## config.mk

```make
export PLATFORM = sky130hd
export DESIGN_NAME = sync_debounce_bank
export DESIGN_NICKNAME = d
export VERILOG_FILES = /design/src/rtl/sync_debounce_bank.sv
export SDC_FILE = /design/constraint.sdc
export NUM_CORES = 1
export LEC_CHECK = 0
export CAP_MARGIN = 20
export CORE_MARGIN = 1.5
export CORE_UTILIZATION = 30
export DETAILED_ROUTE_END_ITERATION = 10
export PLACE_DENSITY = 0.6
export SYNTH_ARGS = -nofsm -noshare
export SYNTH_HDL_FRONTEND = slang
export SYNTH_SLANG_ARGS = --single-unit
```

## constraint.sdc

```tcl
create_clock -name clk -period 1.2 [get_ports clk]
set_clock_uncertainty 0.15 [all_clocks]
set_input_delay 0.12 -clock clk [delete_from_list [all_inputs] [get_ports clk]]
set_output_delay 0.12 -clock clk [all_outputs]
set_load 0.03 [all_outputs]
```

## src/rtl/sync_debounce_bank.sv

```systemverilog
// ============================================================================
// Module   : sync_debounce_bank
// Brief    : Per-channel flop-chain synchronizer plus counter debouncer, with
//            optional one-cycle rise/fall pulses (macro SYNC_DEBOUNCE_EDGE_EN).
// Revision : 1.0
// ============================================================================
`default_nettype none

module sync_debounce_bank #(
   parameter int WIDTH        = 4,
   parameter int NSYNC        = 2,
   parameter int DEBOUNCE_CYC = 4
) (
   input  logic             clk,
   input  logic             reset,
   input  logic [WIDTH-1:0] in,
   output logic [WIDTH-1:0] out,
   output logic [WIDTH-1:0] rise,
   output logic [WIDTH-1:0] fall
);

   localparam int            CW     = $clog2(DEBOUNCE_CYC + 1);
   localparam logic [CW-1:0] C_TERM = CW'(DEBOUNCE_CYC - 1);

   logic [WIDTH-1:0] w_s;
   logic [WIDTH-1:0] w_update;

   genvar i;
   generate
      for (i = 0; i < WIDTH; i = i + 1) begin : g_chan
         logic [NSYNC-1:0] r_sync;
         logic [CW-1:0]    r_cnt;
         logic             r_lvl;

         // Plain shift chain: nothing may sit between these flops.
         always_ff @(posedge clk or posedge reset) begin
            if (reset) begin
               r_sync <= '0;
            end else begin
               r_sync <= {r_sync[NSYNC-2:0], in[i]};
            end
         end

         assign w_s[i]      = r_sync[NSYNC-1];
         assign w_update[i] = (w_s[i] != r_lvl) && (r_cnt == C_TERM);

         always_ff @(posedge clk or posedge reset) begin
            if (reset) begin
               r_cnt <= '0;
               r_lvl <= 1'b0;
            end else if (w_s[i] == r_lvl) begin
               r_cnt <= '0;
            end else if (r_cnt == C_TERM) begin
               r_cnt <= '0;
               r_lvl <= w_s[i];
            end else begin
               r_cnt <= r_cnt + 1'b1;
            end
         end

         assign out[i] = r_lvl;
      end
   endgenerate

`ifdef SYNC_DEBOUNCE_EDGE_EN
   logic [WIDTH-1:0] r_rise;
   logic [WIDTH-1:0] r_fall;

   // Registered alongside out, so a pulse coincides with the new level.
   always_ff @(posedge clk or posedge reset) begin
      if (reset) begin
         r_rise <= '0;
         r_fall <= '0;
      end else begin
         r_rise <= ~out & w_update &  w_s;
         r_fall <=  out & w_update & ~w_s;
      end
   end

   assign rise = r_rise;
   assign fall = r_fall;
`else
   logic w_unused;
   assign w_unused = ^w_update;
   assign rise     = {WIDTH{1'b0}};
   assign fall     = {WIDTH{1'b0}};
`endif

endmodule

`default_nettype wire

```

-- After elaboration in Yosys (flattened, before gate mapping)
Index checks and enable logic that the tools add are counted.
- bitwise operators: 4
- reductions and logical operators: 4
- equal/unequal tests: 8
- $add $sub $neg: 4
- muxes and demuxes: 8
- operator list (cell ; number):
    $mux 3 ; 8
    $add 3x1->3 const B ; 4
    $eq 3x2->1 const B ; 4
    $reduce_and 2->1 ; 4
    $eq 1x1->1 ; 4
    $not 1->1 ; 4
- output and inout bits: 12
- bits in registers: 24
- logic and storage cells: 40
- bits of input ports: 6

-- Logic depth before layout (Yosys ltp)
- depth after elaboration: 3
- mapped depth: 3
- depth with buffers taken out: 3

-- Worst setup path after synthesis
OpenSTA, ideal clock, no wires.
- path type: reg-to-reg
- start point: register g_chan[0].r_cnt[0]
- end point: register g_chan[0].r_lvl
- stages on the path, launching flop included: 4
- library setup time: 125 ps
- path buffers: 0
- slack: -26 ps
- arrival: 951 ps
- cell sequence: dfrtp_1 > ha_1 > nor2b_4 > mux2_2
- cells in the longest elaborated chain, start to end: 2
- RTL lines (what ; RTL line ; source):
    from (decl) ; 32 ; logic [CW-1:0] r_cnt;
    from (signal assigned) ; 57 ; r_cnt <= r_cnt + 1'b1;
    $eq 3x2->1 ; 53 ; end else if (r_cnt == C_TERM) begin
    $reduce_and 2->1 (no line) ; n/a ;
    to (signal assigned) ; 55 ; r_lvl <= w_s[i];
    to (decl) ; 33 ; logic r_lvl;
No other way between the ends.
A chain may end at the register's enable or synchronous reset.

-- Worst setup path after layout
- start point: register g_chan[3].r_cnt[0]
- end point: register g_chan[3].r_lvl
- cells in the longest elaborated chain, start to end: 2
- RTL lines (what ; RTL line):
    from (decl) ; 32
    from (signal assigned) ; 57
    $eq 3x2->1 ; 53
    $reduce_and 2->1 (no line) ; n/a
    to (signal assigned) ; 55
    to (decl) ; 33
No other way between the ends.

==> run summary <==
Ratio of cells with drive above 1 in the final layout = 0.511
R2R Setup Slk = -80 ps
Area of placed instances = 0.00112 sq mm
WS Path Type = reg -> reg
Post-Route WL = 1390 microns
Fin Setup TNS = -313 ps
Hold path depth = 1
Peak VDD IR = 578 uV
Tmin final = 1280 ps
Die Wd = 59.7 microns
Worst R2R Start = g_chan[3].r_cnt[0]$_DFF_PP0_
Nets = 101
Core ar. = 0.00305 sq mm
Die H = 59.7 microns
Mean Syn Cell Area = 14.6 sq um
Maximum number of pins on one net before global-route repair = 25
Post-Synthesis Cells = 66
Initial antenna violation count = 0
Antenna-violating nets left = 0
Setup WS post-layout = -78.1 ps
Post-synth cell types = 10
RR Endpoint = g_chan[3].r_lvl$_DFFE_PP0P_
Num Clock Sinks = 24
Final Hold Viols = 0
Worst Setup Start Kind = flop
Vias per cell = 3.92
CP Max Fanout = 2
Power per cell area = 2190 mW/mm^2
I/O pin count = 18
Tcrit/Tclk final = 1.07
Drt pass-1 iters = 4
Number of fill cells = 291
Clk buf depth = 2
Failing checks = negative setup slack
Largest family of logic cells by synthesized area = simple AND/OR/NAND/NOR gates
Hold_sp = in[3]
Dpl ws = -90.8 ps
Worst Path Arrival = 1330 ps
Post-Synth Adder-Cell Area = 0.0519
Die area = 0.00356 sq mm
Dpl hpwl = 893 microns
Synth Area in XOR/XNOR = 0.0364
Number of synthesis warnings = 0
Mux contribution to synthesized area = 0.0468
Final Wtd Congestion = 0.610
Worst endpoint required time = 1250 ps
FF+latch count, synth = 24
Worst Reg-to-Reg Cells = 3
Diode count = 0
RSZ-0062 raised after global routing = yes
Clock latency on the worst-skew pair = 310 ps
Post-route cell area = 0.00134 sq mm
Area growth, synth to finish = 39.1%
CP Capture Type = flop
Seq/Total Area, Yosys = 0.623
CTS tree = done
Port Buf Inserts = 9
Fin. max-slew vios = 0
Remaining DRCs = 0
Crit-path cells = ha_2 > nor2b_4 > mux2_4
Total GRT Usage = 0.0901
CP max-delay cell = dfrtp_1
Num CTS Buffers = 3
Routed WL per cell = 10.4 microns
Min-Delay Path Class = in -> reg
Worst-path clk slew = 130 ps
Std cell rows = 20
First-pass GRT wire length = 2310 microns
Final setup vio count = 8
Vias = 525
Vias in the first global route = 566
Synth Area in Simple Gates = 0.140
Worst Hold Endpoint = g_chan[3].r_sync[0]$_DFF_PP0_
Compound-Gate Fraction of Synth Area = 0
Depth of the CTS H-tree = 1
Max-Cap Viols = 0
Largest stage delay on the critical path = 380 ps
Achievable Freq = 782 MHz
Lkg Pwr = 0.619 nW
Status = complete, but fails checks
Post-synth design cell area = 963 sq um
Starting Density = 0.316
Initial DRC Count = 7
Congestion Overflow GR = 0
Root Buffer = clkbuf_4
[worst max path at each step]
stage	from	end	slack, ps	cells past startpoint
finish	g_chan[3].r_cnt[0]$_DFF_PP0_	g_chan[3].r_lvl$_DFFE_PP0P_	-80	3
global route	g_chan[3].r_cnt[0]$_DFF_PP0_	g_chan[3].r_lvl$_DFFE_PP0P_	-100	3
CTS	g_chan[1].r_cnt[0]$_DFF_PP0_	g_chan[1].r_lvl$_DFFE_PP0P_	-60	3
detailed placement	g_chan[1].r_cnt[1]$_DFF_PP0_	g_chan[1].r_cnt[1]$_DFF_PP0_	-90	4
global placement	g_chan[3].r_cnt[0]$_DFF_PP0_	g_chan[3].r_lvl$_DFFE_PP0P_	-30	3
floorplan	g_chan[0].r_cnt[0]$_DFF_PP0_	g_chan[0].r_lvl$_DFFE_PP0P_	-10	3
[timing repair]
action	in CTS	in global routing
pin swaps	1	1
hold buffers	1	0
resized for setup	8	9
hold endpoints to repair	24	0
setup endpoints to repair	14	18
buffers inserted	5	3
[cell usage after synthesis, drive strengths merged]
master  instances  share of area
nor2b           4          0.057
conb            1         0.0039
inv             1         0.0039
nor3b           8          0.062
nor3            4          0.021
ha              4          0.052
buf            12          0.094
mux2            4          0.047
dfrtp          24           0.62
xnor2           4          0.036
[layer usage]
| layer | routed length [microns] | up-vias | global-route usage | part of all wire |
|---|---|---|---|---|
| met3 | 33 | 2 | 0.0195 | 0.024 |
| met1 | 553 | 268 | 0.0938 | 0.40 |
| met5 | 0 | - | 0 | 0 |
| met4 | 34 | 0 | 0.0667 | 0.024 |
| li1 | - | 246 | - | - |
| met2 | 769 | 9 | 0.157 | 0.55 |
[kinds of logic (layout without fill, tap and decap cells)]
group         count (synthesis)  count (layout)
flops                        24              24
simple gates                 16              16
buf+inv                      13              30
fa+ha+maj                     4               4
xor+xnor                      4               4
mux                           4               4
other cells                   1               8
[worst max-delay path: cells and delay by family, from the launching register on]
family	cells	cell delay, ps
adders and majority gates	1	190
DFF	1	380
muxes	1	300
and+or+nand+nor	1	150
[registers in the layout (all words and copies together) (netlist names)]
signal and count:
g_chan.r_cnt 12, g_chan.r_lvl 4, g_chan.r_sync 8
[final cells by class]
| class | instances | area [sq um] | area share |
|---|---|---|---|
| flip-flops and latches | 24 | 601 | 0.448 |
| multi-input cells | 36 | 398 | 0.297 |
| clock inverters | 1 | 30.0 | 0.0224 |
| well taps | 44 | 55.1 | 0.0411 |
| inverters | 1 | 3.75 | 0.00280 |
| clock buffers | 3 | 22.5 | 0.0168 |
| repair buffers | 25 | 230 | 0.172 |
[stage by stage]
stage | hold WS, ps | total power, W | util | instances
6_report | 79.5 | 0.00294 | 0.439 | 134
5_1_grt | 57.0 | 0.00313 | 0.439 | 134
4_1_cts | 69.5 | 0.00276 | 0.413 | 131
3_5_place_dp | 185 | 0.00200 | 0.368 | 121
3_3_place_gp | 183 | 0.00195 | 0.368 | 121
2_1_floorplan | -15.4 | 0.00183 | - | 73
[placed cells by master, fill, tap and decap left out]
cell             instances
dfrtp_1                 24
buf_4                   14
conb_1                   8
nor3b_2                  6
clkdlybuf4s50_1          5
nor2b_4                  4
mux2_4                   4
ha_2                     4
buf_6                    4
clkbuf_4                 3
nor3_2                   2
xnor2_1                  2
nor3b_1                  2
xnor2_2                  1
xnor2_4                  1
nor3_4                   1
nor3_1                   1
inv_1                    1
bufinv_16                1
dlygate4sd3_1            1
buf_12                   1
[power breakdown]
group / switching, W / total, W / internal [W]
clock: 0.000231 / 0.000569 / 0.000337
sequential: 0.000122 / 0.00112 / 0.000996
combinational: 0.000533 / 0.00125 / 0.000717
Note: power is estimated with default switching activity, not from simulation.
